$ cat src/rtl/mem_wb_pipe_buf.sv
// MEM->WB pipeline boundary: 2-entry skid buffer (head + skid) with valid/ready on both
// sides, freeze and synchronous flush. Optional forwarding taps under `MEM_WB_FWD_EN`.
module mem_wb_pipe_buf #(
  parameter int DATA_W = 32,
  parameter int DEST_W = 4
) (
  input  logic              clk,
  input  logic              rst,
  input  logic              freeze,
  input  logic              flush,
  input  logic              in_valid,
  output logic              in_ready,
  input  logic              wb_en_in,
  input  logic              mem_r_en_in,
  input  logic [DATA_W-1:0] pc_in,
  input  logic [DATA_W-1:0] alu_result_in,
  input  logic [DATA_W-1:0] mem_read_in,
  input  logic [DEST_W-1:0] dest_in,
  output logic              out_valid,
  input  logic              out_ready,
  output logic              wb_en,
  output logic              mem_r_en,
  output logic [DATA_W-1:0] pc,
  output logic [DATA_W-1:0] alu_result,
  output logic [DATA_W-1:0] mem_read_value,
  output logic [DEST_W-1:0] dest,
  output logic [1:0]        occupancy
`ifdef MEM_WB_FWD_EN
  ,
  output logic              fwd_valid,
  output logic [DEST_W-1:0] fwd_dest,
  output logic [DATA_W-1:0] fwd_value
`endif
);

  typedef struct packed {
    logic              wb_en;
    logic              mem_r_en;
    logic [DATA_W-1:0] pc;
    logic [DATA_W-1:0] alu_result;
    logic [DATA_W-1:0] mem_read;
    logic [DEST_W-1:0] dest;
  } entry_t;

  typedef enum logic [1:0] {
    EMPTY = 2'd0,
    ONE   = 2'd1,
    FULL  = 2'd2
  } state_e;

  state_e     state_q;
  entry_t     head_q;
  entry_t     skid_q;
  logic [1:0] occ_q;

  entry_t in_ent;
  logic   head_valid;
  logic   skid_valid;
  logic   accept;
  logic   deliver;

  assign in_ent = '{wb_en:      wb_en_in,
                    mem_r_en:   mem_r_en_in,
                    pc:         pc_in,
                    alu_result: alu_result_in,
                    mem_read:   mem_read_in,
                    dest:       dest_in};

  assign head_valid = (state_q != EMPTY);
  assign skid_valid = (state_q == FULL);

  // Held low while reset is asserted so nothing appears accepted during reset.
  assign in_ready  = rst & ~skid_valid & ~freeze & ~flush;
  assign out_valid = head_valid & ~freeze;
  assign accept    = in_valid & in_ready;
  assign deliver   = out_valid & out_ready;

  // Flush beats freeze; freeze holds everything including payload.
  always_ff @(posedge clk or negedge rst) begin
    if (!rst) begin
      state_q <= EMPTY;
      occ_q   <= 2'd0;
      head_q  <= '0;
      skid_q  <= '0;
    end else if (flush) begin
      state_q <= EMPTY;
      occ_q   <= 2'd0;
    end else if (!freeze) begin
      case (state_q)
        EMPTY: begin
          if (accept) begin
            head_q  <= in_ent;
            state_q <= ONE;
            occ_q   <= 2'd1;
          end
        end
        ONE: begin
          if (accept && deliver) begin
            head_q <= in_ent;
          end else if (accept) begin
            skid_q  <= in_ent;
            state_q <= FULL;
            occ_q   <= 2'd2;
          end else if (deliver) begin
            state_q <= EMPTY;
            occ_q   <= 2'd0;
          end
        end
        FULL: begin
          if (deliver) begin
            head_q  <= skid_q;
            state_q <= ONE;
            occ_q   <= 2'd1;
          end
        end
        default: begin
          state_q <= EMPTY;
          occ_q   <= 2'd0;
        end
      endcase
    end
  end

  assign wb_en          = head_q.wb_en & out_valid;
  assign mem_r_en       = head_q.mem_r_en;
  assign pc             = head_q.pc;
  assign alu_result     = head_q.alu_result;
  assign mem_read_value = head_q.mem_read;
  assign dest           = head_q.dest;
  assign occupancy      = occ_q;

`ifdef MEM_WB_FWD_EN
  // Forwarding sees the head even while frozen; hazard logic still needs it.
  assign fwd_valid = head_valid & head_q.wb_en;
  assign fwd_dest  = head_q.dest;
  assign fwd_value = head_q.mem_r_en ? head_q.mem_read : head_q.alu_result;
`endif

endmodule

$ cat config.mk
export PLATFORM = sky130hd
export DESIGN_NAME = mem_wb_pipe_buf
export DESIGN_NICKNAME = d
export VERILOG_FILES = /design/src/rtl/mem_wb_pipe_buf.sv
export SDC_FILE = /design/constraint.sdc
export NUM_CORES = 1
export LEC_CHECK = 0
export BUFFER_PORTS_ARGS = -buffer_cell sky130_fd_sc_hd__buf_4
export CAP_MARGIN = 20
export CORE_UTILIZATION = 40
export CTS_CLUSTER_SIZE = 20
export DETAILED_ROUTE_END_ITERATION = 7
export GPL_TIMING_DRIVEN = 0
export PLACE_DENSITY_LB_ADDON = 0.25
export SLEW_MARGIN = 20
export SYNTH_ARGS = -nofsm -noshare
export SYNTH_HDL_FRONTEND = slang
export SYNTH_SLANG_ARGS = --single-unit
export TNS_END_PERCENT = 1
$ cat constraint.sdc
create_clock -name clk -period 6 [get_ports clk]
set_clock_uncertainty 0.15 [all_clocks]
set_input_delay 0.9 -clock clk [delete_from_list [all_inputs] [get_ports clk]]
set_output_delay 0.9 -clock clk [all_outputs]
set_load 0.01 [all_outputs]
==> results of run 1 <==
worst max-delay path: stages:
cell and delay, ps:
sky130_fd_sc_hd__buf_8 220, sky130_fd_sc_hd__buf_16 360, sky130_fd_sc_hd__or3b_1 380, sky130_fd_sc_hd__clkbuf_1 140, sky130_fd_sc_hd__clkbuf_1 300, sky130_fd_sc_hd__clkbuf_1 360, sky130_fd_sc_hd__a21oi_1 210, sky130_fd_sc_hd__buf_4 160
cell usage after synthesis, drive strengths merged, types with 2 or more instances:
master	number	share of area
a2bb2oi	102	0.096
mux2	102	0.12
or4	2	0.0016
nor2	3	0.0012
dfrtp	206	0.55
o32ai	102	0.096
nand2b	2	0.0013
buf	117	0.095
clkbuf	51	0.021
a21oi	4	0.0021
cell type report:
cell class / count / share of cell area
multi-input combinational: 328 / 0.255
timing repair buffer: 215 / 0.138
buffer: 168 / 0.0896
clock inverter: 3 / 0.00156
inverter: 1 / 0.000311
tap: 285 / 0.0296
clock buffer: 35 / 0.0581
sequential: 206 / 0.428
how the worst max path moves through the flow:
stage / startpoint / endpoint / slack (ps) / cells after the start
2_1_floorplan: freeze / in_ready / 2950 / 5
3_3_place_gp: rst / in_ready / 300 / 7
3_5_place_dp: rst / in_ready / 1750 / 8
4_1_cts: rst / in_ready / 1750 / 8
5_1_grt: rst / in_ready / 1640 / 8
6_report: rst / in_ready / 1830 / 8
logic make-up (layout without fill, tap and decap cells):
family                 count (synthesis)  count (layout)  share of synthesized area
AOI/OAI and AO/OA                    214             214                      0.199
buffers and inverters                169             422                      0.116
DFF                                  206             206                      0.553
muxes                                102             102                      0.123
and+or+nand+nor                       12              12                    0.00766
cells in the final DEF, fill, tap and decap left out:
cell type and count:
sky130_fd_sc_hd__buf_4 313, sky130_fd_sc_hd__dfrtp_1 206, sky130_fd_sc_hd__o32ai_1 102, sky130_fd_sc_hd__a2bb2oi_1 102
sky130_fd_sc_hd__mux2_1 80, sky130_fd_sc_hd__clkbuf_1 55, sky130_fd_sc_hd__clkbuf_16 23, sky130_fd_sc_hd__mux2_2 22
sky130_fd_sc_hd__buf_2 8, sky130_fd_sc_hd__buf_6 8, sky130_fd_sc_hd__clkbuf_8 8, sky130_fd_sc_hd__a21oi_1 4
sky130_fd_sc_hd__nor2_1 3, sky130_fd_sc_hd__nand2b_1 2, sky130_fd_sc_hd__or4_1 2, sky130_fd_sc_hd__clkinv_2 2
sky130_fd_sc_hd__buf_16 2, sky130_fd_sc_hd__inv_1 1, sky130_fd_sc_hd__or3b_1 1, sky130_fd_sc_hd__and2_1 1
sky130_fd_sc_hd__nand3b_1 1, sky130_fd_sc_hd__o21ba_2 1, sky130_fd_sc_hd__a2111oi_0 1, sky130_fd_sc_hd__nor3_1 1
sky130_fd_sc_hd__nand3_1 1, sky130_fd_sc_hd__a21o_1 1, sky130_fd_sc_hd__a221oi_1 1, sky130_fd_sc_hd__o31a_1 1
sky130_fd_sc_hd__o21ai_0 1, sky130_fd_sc_hd__inv_6 1, sky130_fd_sc_hd__buf_8 1
flip-flops by register name (all words and copies together) (netlist names):
signal          flops
pc                 32
dest                4
alu_result         32
skid_q            102
mem_read_value     32
occupancy           2
mem_r_en            1
head_q              1
layer usage:
layer	share of wire	routed length [um]	up-vias	global-route usage
met2	0.45	10600	219	0.305
met4	0.022	512	0	0.0467
met5	0	0	-	0
met1	0.46	10800	3446	0.274
li1	-	-	3129	-
met3	0.075	1790	32	0.0530
per-stage QoR:
stage               setup slack [ps]  instance area [um2]  total power, W
floorplan                       2950                 9310         0.00214
global placement                 298                11300         0.00251
detailed placement              1750                11300         0.00252
CTS                             1750                12100         0.00388
global route                    1640                12100         0.00401
finish                          1830                12100         0.00384
power by group through the flow:
stage	Clock, W	Sequential (W)	Combinational, W
after detailed placement	0	0.00170	0.000821
final	0.00134	0.00168	0.000813
after CTS	0.00138	0.00168	0.000824
after global placement	0	0.00170	0.000808
after floorplan	0	0.00167	0.000465
after global routing	0.00143	0.00170	0.000878
==> impl_summary.txt, run 1 <==
----------------------------------------------------
[STA]
  Worst Hold Margin ... 98.2 ps
  Final worst path period share ... 0.694
  Unrepaired setup endpoints after global routing ... no
  Crit path time final ... 4170 ps
  Setup-violating endpoint count in the final report ... 0
  Final Hold Viols ... 0
  Setup TNS ... 0 ps
  Actual slew at the worst max-slew pin ... 829 ps
  Max Clock Freq ... 0.240 GHz
  Max-slew violation count ... 0
  Tightest slew margin relative to the limit ... 0.447

[Power and ir drop]
  VDD IR-drop max ... 0.256 mV
  Part of the power in registers ... 0.438
  Static leakage ... 5.57 nW
  NetSw ... 0.000959 W
  Clock share of power ... 0.350
  Switching share of total power ... 0.250
  Combinational cell fraction of total power ... 0.212
  Pint ... 0.00288 W
  Ratio of total power to cell area ... 318 nW/um2

[Logic synthesis]
  Total nets after synthesis ... 811
  Sequential share of the synthesized area ... 0.553
  Gate count of the mapped netlist ... 703
  Number of warnings reported in the yosys synthesis log ... 0
  Count of distinct cell types in the synthesized netlist ... 25
  Number of flip-flops and latches in the synthesized netlist ... 206
  EDFF count, synth ... 0
  Most used flip-flop cell after synthesis ... sky130_fd_sc_hd__dfrtp_1
  Share of flip-flops with an asynchronous set or reset after synthesis ... 1.00
  Post-Synthesis Mean Instance Area ... 13.2 um2
  Area of the mapped netlist ... 9310 um2

[Place]
  HPWL Detailed ... 15.9 mm
  # port buffers ... 213
  Number of instances in the placed design ... 1203
  Final Wtd Congestion ... 0.765

[Layout]
  Layout cell share with drive strength beyond 1 ... 0.407
  # fillers ... 1984
  Multi-input combinational cell area ... 3080 um2
  Total area of sequential cells ... 5150 um2
  Signed area change from the synthesized netlist to the final layout ... 29.4%
  Post-route non-filler standard cell count ... 1241
  Utilization of the core after routing ... 0.531
  Number of nets at the end of the flow ... 1051
  Diodes inserted ... 0

[Worst setup path]
  WP data arrival ... 3120 ps
  CP Max Fanout ... 90
  CP startpoint kind ... input pin
  Internal reg-to-reg setup slack ... 2980 ps
  Category of the critical setup timing path ... input pin to primary output
  Worst EP required ... 4950 ps
  Category of the worst setup path capture point ... primary output
  Worst r2r path cells ... 6
  Startpoint of the lowest-slack register-to-register path ... occupancy[1]$_DFFE_PN0P_
  Terminus of the critical flop-to-flop path ... mem_read_value[29]$_DFFE_PN0P_

[Die]
  Vertical extent of the die ... 155 um
  Number of placement rows ... 55
  Starting density of the core ... 0.410
  Chip Width ... 155 um
  Die outline area ... 23900 um2
  I/O pin cnt ... 214
  Core outline area ... 22700 um2

[Route]
  Vias after detailed routing ... 6826
  Vias per cell ... 5.50
  Drt first-iter violations ... 256
  Routed wirelength normalized by instance count ... 19.1 um
  Drc violations ... 0
  Post-route ant nets ... 0
  Overall routed net length ... 23.7 mm
  Total iterations of the first detailed-routing run ... 4

[CTS]
  Number of levels the H-tree was split into ... 1
  Clock slew seen by the registers of the worst setup and hold paths ... 60 ps
  Sink count of the clock tree ... 206
  Post-CTS Setup Bufs ... 0
  Number of buffers inserted during clock tree synthesis ... 23
  CTS-repair resized insts ... 0
  Longest Clk Path Bufs ... 3
  Root buffer selected by CTS ... sky130_fd_sc_hd__clkbuf_16
  CTS tree ... done
  Clock latency of the later-clocked register in the worst-skew pair ... 500 ps
  CTS Hold Buffers Added ... 0

[Job]
  Max Cap Viol ... 0

[GRT]
  Global routing usage summed across all routing layers ... 0.197
  Maximum number of pins on one net before global-route repair ... 95
  Gr ovfl total ... 0
  Initial antenna violation count ... 0
  First-pass GRT wire length ... 37.6 mm
  Number of global-route vias before repair ... 6835

[Status]
  Status ... finished, final reports clean

[Hold path]
  Class of the tightest hold or removal check ... input pin to asynchronous set/reset pin

----------------------------------------------------
(Power assumes the default switching activity.)
==> run 2: changes to the inputs <==
- ABC_AREA: not set -> 1
- clock period: 6 -> 4.2 ns (I/O delays scaled with it)
==> run 2 against run 1 <==
Total power grew 75%; clock-buffer cell count decreased by 2; combinational power rose by 130%; first-iteration DRC count up 61%; hold slack better by 150 ps; final area up 5.2%; global-route usage shrank 0.77 points; register-to-register slack worse by 800 ps; largest power group unchanged; die area grew 6.0%; core utilization shrank 0.80 points; via count increased by 15%; largest cell class unchanged.
==> impl_summary.txt, run 2 <==
----------------------------------------------------
[Layout]
  Diodes inserted ... 0
  Layout cell share with drive strength beyond 1 ... 0.333
  Post-route non-filler standard cell count ... 1698
  Max reg flops ... 102
  Leading cell type in the layout, fill and taps excluded ... sky130_fd_sc_hd__buf_4
  Signed area change from the synthesized netlist to the final layout ... 28.3%
  Register containing the most flip-flops in the final layout ... skid_q
  Leading cell types in the layout, fill and taps excluded ... 317 x sky130_fd_sc_hd__buf_4, 315 x sky130_fd_sc_hd__nand2_1, 206 x sky130_fd_sc_hd__dfrtp_1, 153 x sky130_fd_sc_hd__o21ai_0, 107 x sky130_fd_sc_hd__inv_1
  Number of nets at the end of the flow ... 1468
  # fillers ... 2277

[CTS]
  Sink count of the clock tree ... 206
  Clock slew seen by the registers of the worst setup and hold paths ... 60 ps
  CTS-repair resized insts ... 0
  CTS tree ... done
  Number of levels the H-tree was split into ... 1
  Root buffer selected by CTS ... sky130_fd_sc_hd__clkbuf_16
  Longest Clk Path Bufs ... 3
  Number of buffers inserted during clock tree synthesis ... 23
  Clock latency of the later-clocked register in the worst-skew pair ... 490 ps

[Logic synthesis]
  EDFF count, synth ... 0
  Share of flip-flops with an asynchronous set or reset after synthesis ... 1.00
  Number of flip-flops and latches in the synthesized netlist ... 206
  Yosys top cell area share ... 0.522
  Synth area leaders ... sky130_fd_sc_hd__dfrtp_1 52%, sky130_fd_sc_hd__nand2_1 12%, sky130_fd_sc_hd__buf_4 8.0%, sky130_fd_sc_hd__o21ai_0 7.8%, sky130_fd_sc_hd__o21ai_2 5.3%
  Total nets after synthesis ... 1227
  Area of the mapped netlist ... 9880 um2
  Most frequent cells after synthesis ... 315 x sky130_fd_sc_hd__nand2_1, 206 x sky130_fd_sc_hd__dfrtp_1, 153 x sky130_fd_sc_hd__o21ai_0
  Most used flip-flop cell after synthesis ... sky130_fd_sc_hd__dfrtp_1
  Cell type contributing the most total cell area after synthesis ... sky130_fd_sc_hd__dfrtp_1
  Dominant cell by count in the synthesized netlist ... sky130_fd_sc_hd__nand2_1
  Post-Synthesis Mean Instance Area ... 8.83 um2
  Sequential share of the synthesized area ... 0.522
  Gate count of the mapped netlist ... 1119
  Count of distinct cell types in the synthesized netlist ... 25
  Number of warnings reported in the yosys synthesis log ... 0

[Power and ir drop]
  VDD IR-drop max ... 0.315 mV
  Pint ... 0.00481 W
  Switching share of total power ... 0.283
  Ratio of total power to cell area ... 528 nW/um2
  NetSw ... 0.00189 W
  Combinational cell fraction of total power ... 0.284
  Part of the power in registers ... 0.429
  Static leakage ... 6.89 nW
  Clock share of power ... 0.288

[STA]
  Setup TNS ... 0 ps
  Final Hold Viols ... 0
  Unrepaired setup endpoints after global routing ... no
  Crit path time final ... 3030 ps
  Actual slew at the worst max-slew pin ... 538 ps
  Max Clock Freq ... 0.330 GHz
  Setup-violating endpoint count in the final report ... 0
  Final worst path period share ... 0.722
  Setup slack of the critical path after layout ... 1170 ps
  Tightest slew margin relative to the limit ... 0.641
  Max-slew violation count ... 0

[Worst setup path]
  Startpoint of the lowest-slack register-to-register path ... occupancy[0]$_DFFE_PN0P_
  Internal reg-to-reg setup slack ... 2180 ps
  CP delay by family, top ... buffers and inverters
  CP Max Fanout ... 98
  Worst EP required ... 3420 ps
  Worst r2r path cells ... 7
  Crit path cell chain ... dlygate4sd3_1, buf_8, buf_16, nand3_2, inv_1, buf_4
  Crit-path slowest cell ... sky130_fd_sc_hd__dlygate4sd3_1
  Delay of the slowest cell on the worst path ... 560 ps
  CP startpoint kind ... input pin
  Terminus of the critical flop-to-flop path ... pc[14]$_DFFE_PN0P_
  WP data arrival ... 2250 ps
  Category of the critical setup timing path ... input pin to primary output
  Category of the worst setup path capture point ... primary output
  Count of buffer and inverter cells on the critical path ... 5

[Die]
  Die outline area ... 25300 um2
  Vertical extent of the die ... 159 um
  Core outline area ... 24200 um2
  Chip Width ... 159 um
  I/O pin cnt ... 214
  Starting density of the core ... 0.407
  Number of placement rows ... 57

[Status]
  Status ... finished, final reports clean

[GRT]
  Gr ovfl total ... 0
  Initial antenna violation count ... 0
  Maximum number of pins on one net before global-route repair ... 99
  Number of global-route vias before repair ... 7598
  First-pass GRT wire length ... 39.1 mm
  Global routing usage summed across all routing layers ... 0.189

[Job]
  Max Cap Viol ... 0

[Place]
  Final Wtd Congestion ... 0.787
  Number of instances in the placed design ... 1658
  HPWL Detailed ... 16.8 mm
  Worst Setup Slack post-DPL ... 1560 ps
  # port buffers ... 213

[Hold path]
  Launch instance of the worst min-delay path ... pc_in[15]
  Min-Delay Endpoint ... skid_q[83]$_DFFE_PN0P_
  Number of instances on the worst hold path ... 3
  Class of the tightest hold or removal check ... input pin to flop

[Route]
  Routed wirelength normalized by instance count ... 14.2 um
  Vias per cell ... 4.63
  Vias after detailed routing ... 7855
  Overall routed net length ... 24.1 mm
  Drt first-iter violations ... 412
  Total iterations of the first detailed-routing run ... 5
  Drc violations ... 0
  Post-route ant nets ... 0

----------------------------------------------------
[run 2: cell types whose count changed after synthesis, moves of 60 or more]
cell	before	now
sky130_fd_sc_hd__o21ai_1	0	95
sky130_fd_sc_hd__o21ai_0	1	153
sky130_fd_sc_hd__nand2_1	0	315
sky130_fd_sc_hd__inv_1	1	107
sky130_fd_sc_hd__mux2_1	80	0
sky130_fd_sc_hd__o32ai_1	102	0
sky130_fd_sc_hd__o21ai_2	0	60
sky130_fd_sc_hd__a2bb2oi_1	102	0
[run 2: how the worst max path moves through the flow]
| stage | endpoint | depth (start not counted) | startpoint |
|---|---|---|---|
| after floorplan | mem_read_value[10]$_DFFE_PN0P_ | 8 | freeze |
| after global placement | mem_read_value[5]$_DFFE_PN0P_ | 8 | rst |
| after detailed placement | skid_q[94]$_DFFE_PN0P_ | 7 | rst |
| after CTS | in_ready | 6 | rst |
| after global routing | in_ready | 6 | rst |
| final | in_ready | 6 | rst |
[run 2: cells by family (layout without fill, tap and decap cells)]
| kind of cell | count (synthesis) | after routing | synth area share |
|---|---|---|---|
| buffers and inverters | 274 | 529 | 0.168 |
| DFF | 206 | 206 | 0.522 |
| and+or+nand+nor | 329 | 329 | 0.130 |
| AOI/OAI and AO/OA | 310 | 310 | 0.180 |
[run 2: layer usage]
layer	global-route usage	vias up	part of all wire
met4	0.0524	0	0.021
li1	-	3954	-
met5	0	-	0
met1	0.264	3663	0.46
met3	0.0224	35	0.047
met2	0.311	203	0.48
[run 2: layout make-up]
| class | count | area, um2 | area share |
|---|---|---|---|
| Sequential cell | 206 | 5150 | 0.407 |
| Multi-Input combinational cell | 639 | 3070 | 0.242 |
| Timing Repair Buffer | 216 | 1670 | 0.132 |
| Buffer | 166 | 1250 | 0.0989 |
| Clock buffer | 33 | 663 | 0.0523 |
| Inverter | 108 | 405 | 0.0320 |
| Tap cell | 324 | 405 | 0.0320 |
| Clock inverter | 6 | 55.1 | 0.00434 |
[run 2: worst reg2reg max path, delay by kind of cell (launching register included)]
family	cells	cell delay, ps
buffers and inverters	3	830
flip-flops	1	450
AND/OR/NAND/NOR	2	240
AO/OA/AOI/OAI	2	220
[run 2: timing repair]
action | in CTS | in global routing
hold endpoints to repair | 18 | 0
setup buffers | 0 | 0
hold buffers | 1 | 0
[run 2: stage by stage]
step	util	cell area, um2	hold WS, ps	total power [W]
floorplan	-	9880	184	0.00402
global placement	0.490	11900	312	0.00476
detailed placement	0.493	11900	318	0.00482
CTS	0.523	12700	230	0.00678
global route	0.523	12700	242	0.00709
finish	0.523	12700	247	0.00670
[run 2: power by group through the flow]
stage	Clock, W	Sequential (W)	Combinational (W)
final	0.00193	0.00287	0.00190
after global routing	0.00205	0.00294	0.00210
after CTS	0.00198	0.00287	0.00193
after detailed placement	0	0.00289	0.00193
after global placement	0	0.00288	0.00188
after floorplan	0	0.00281	0.00121
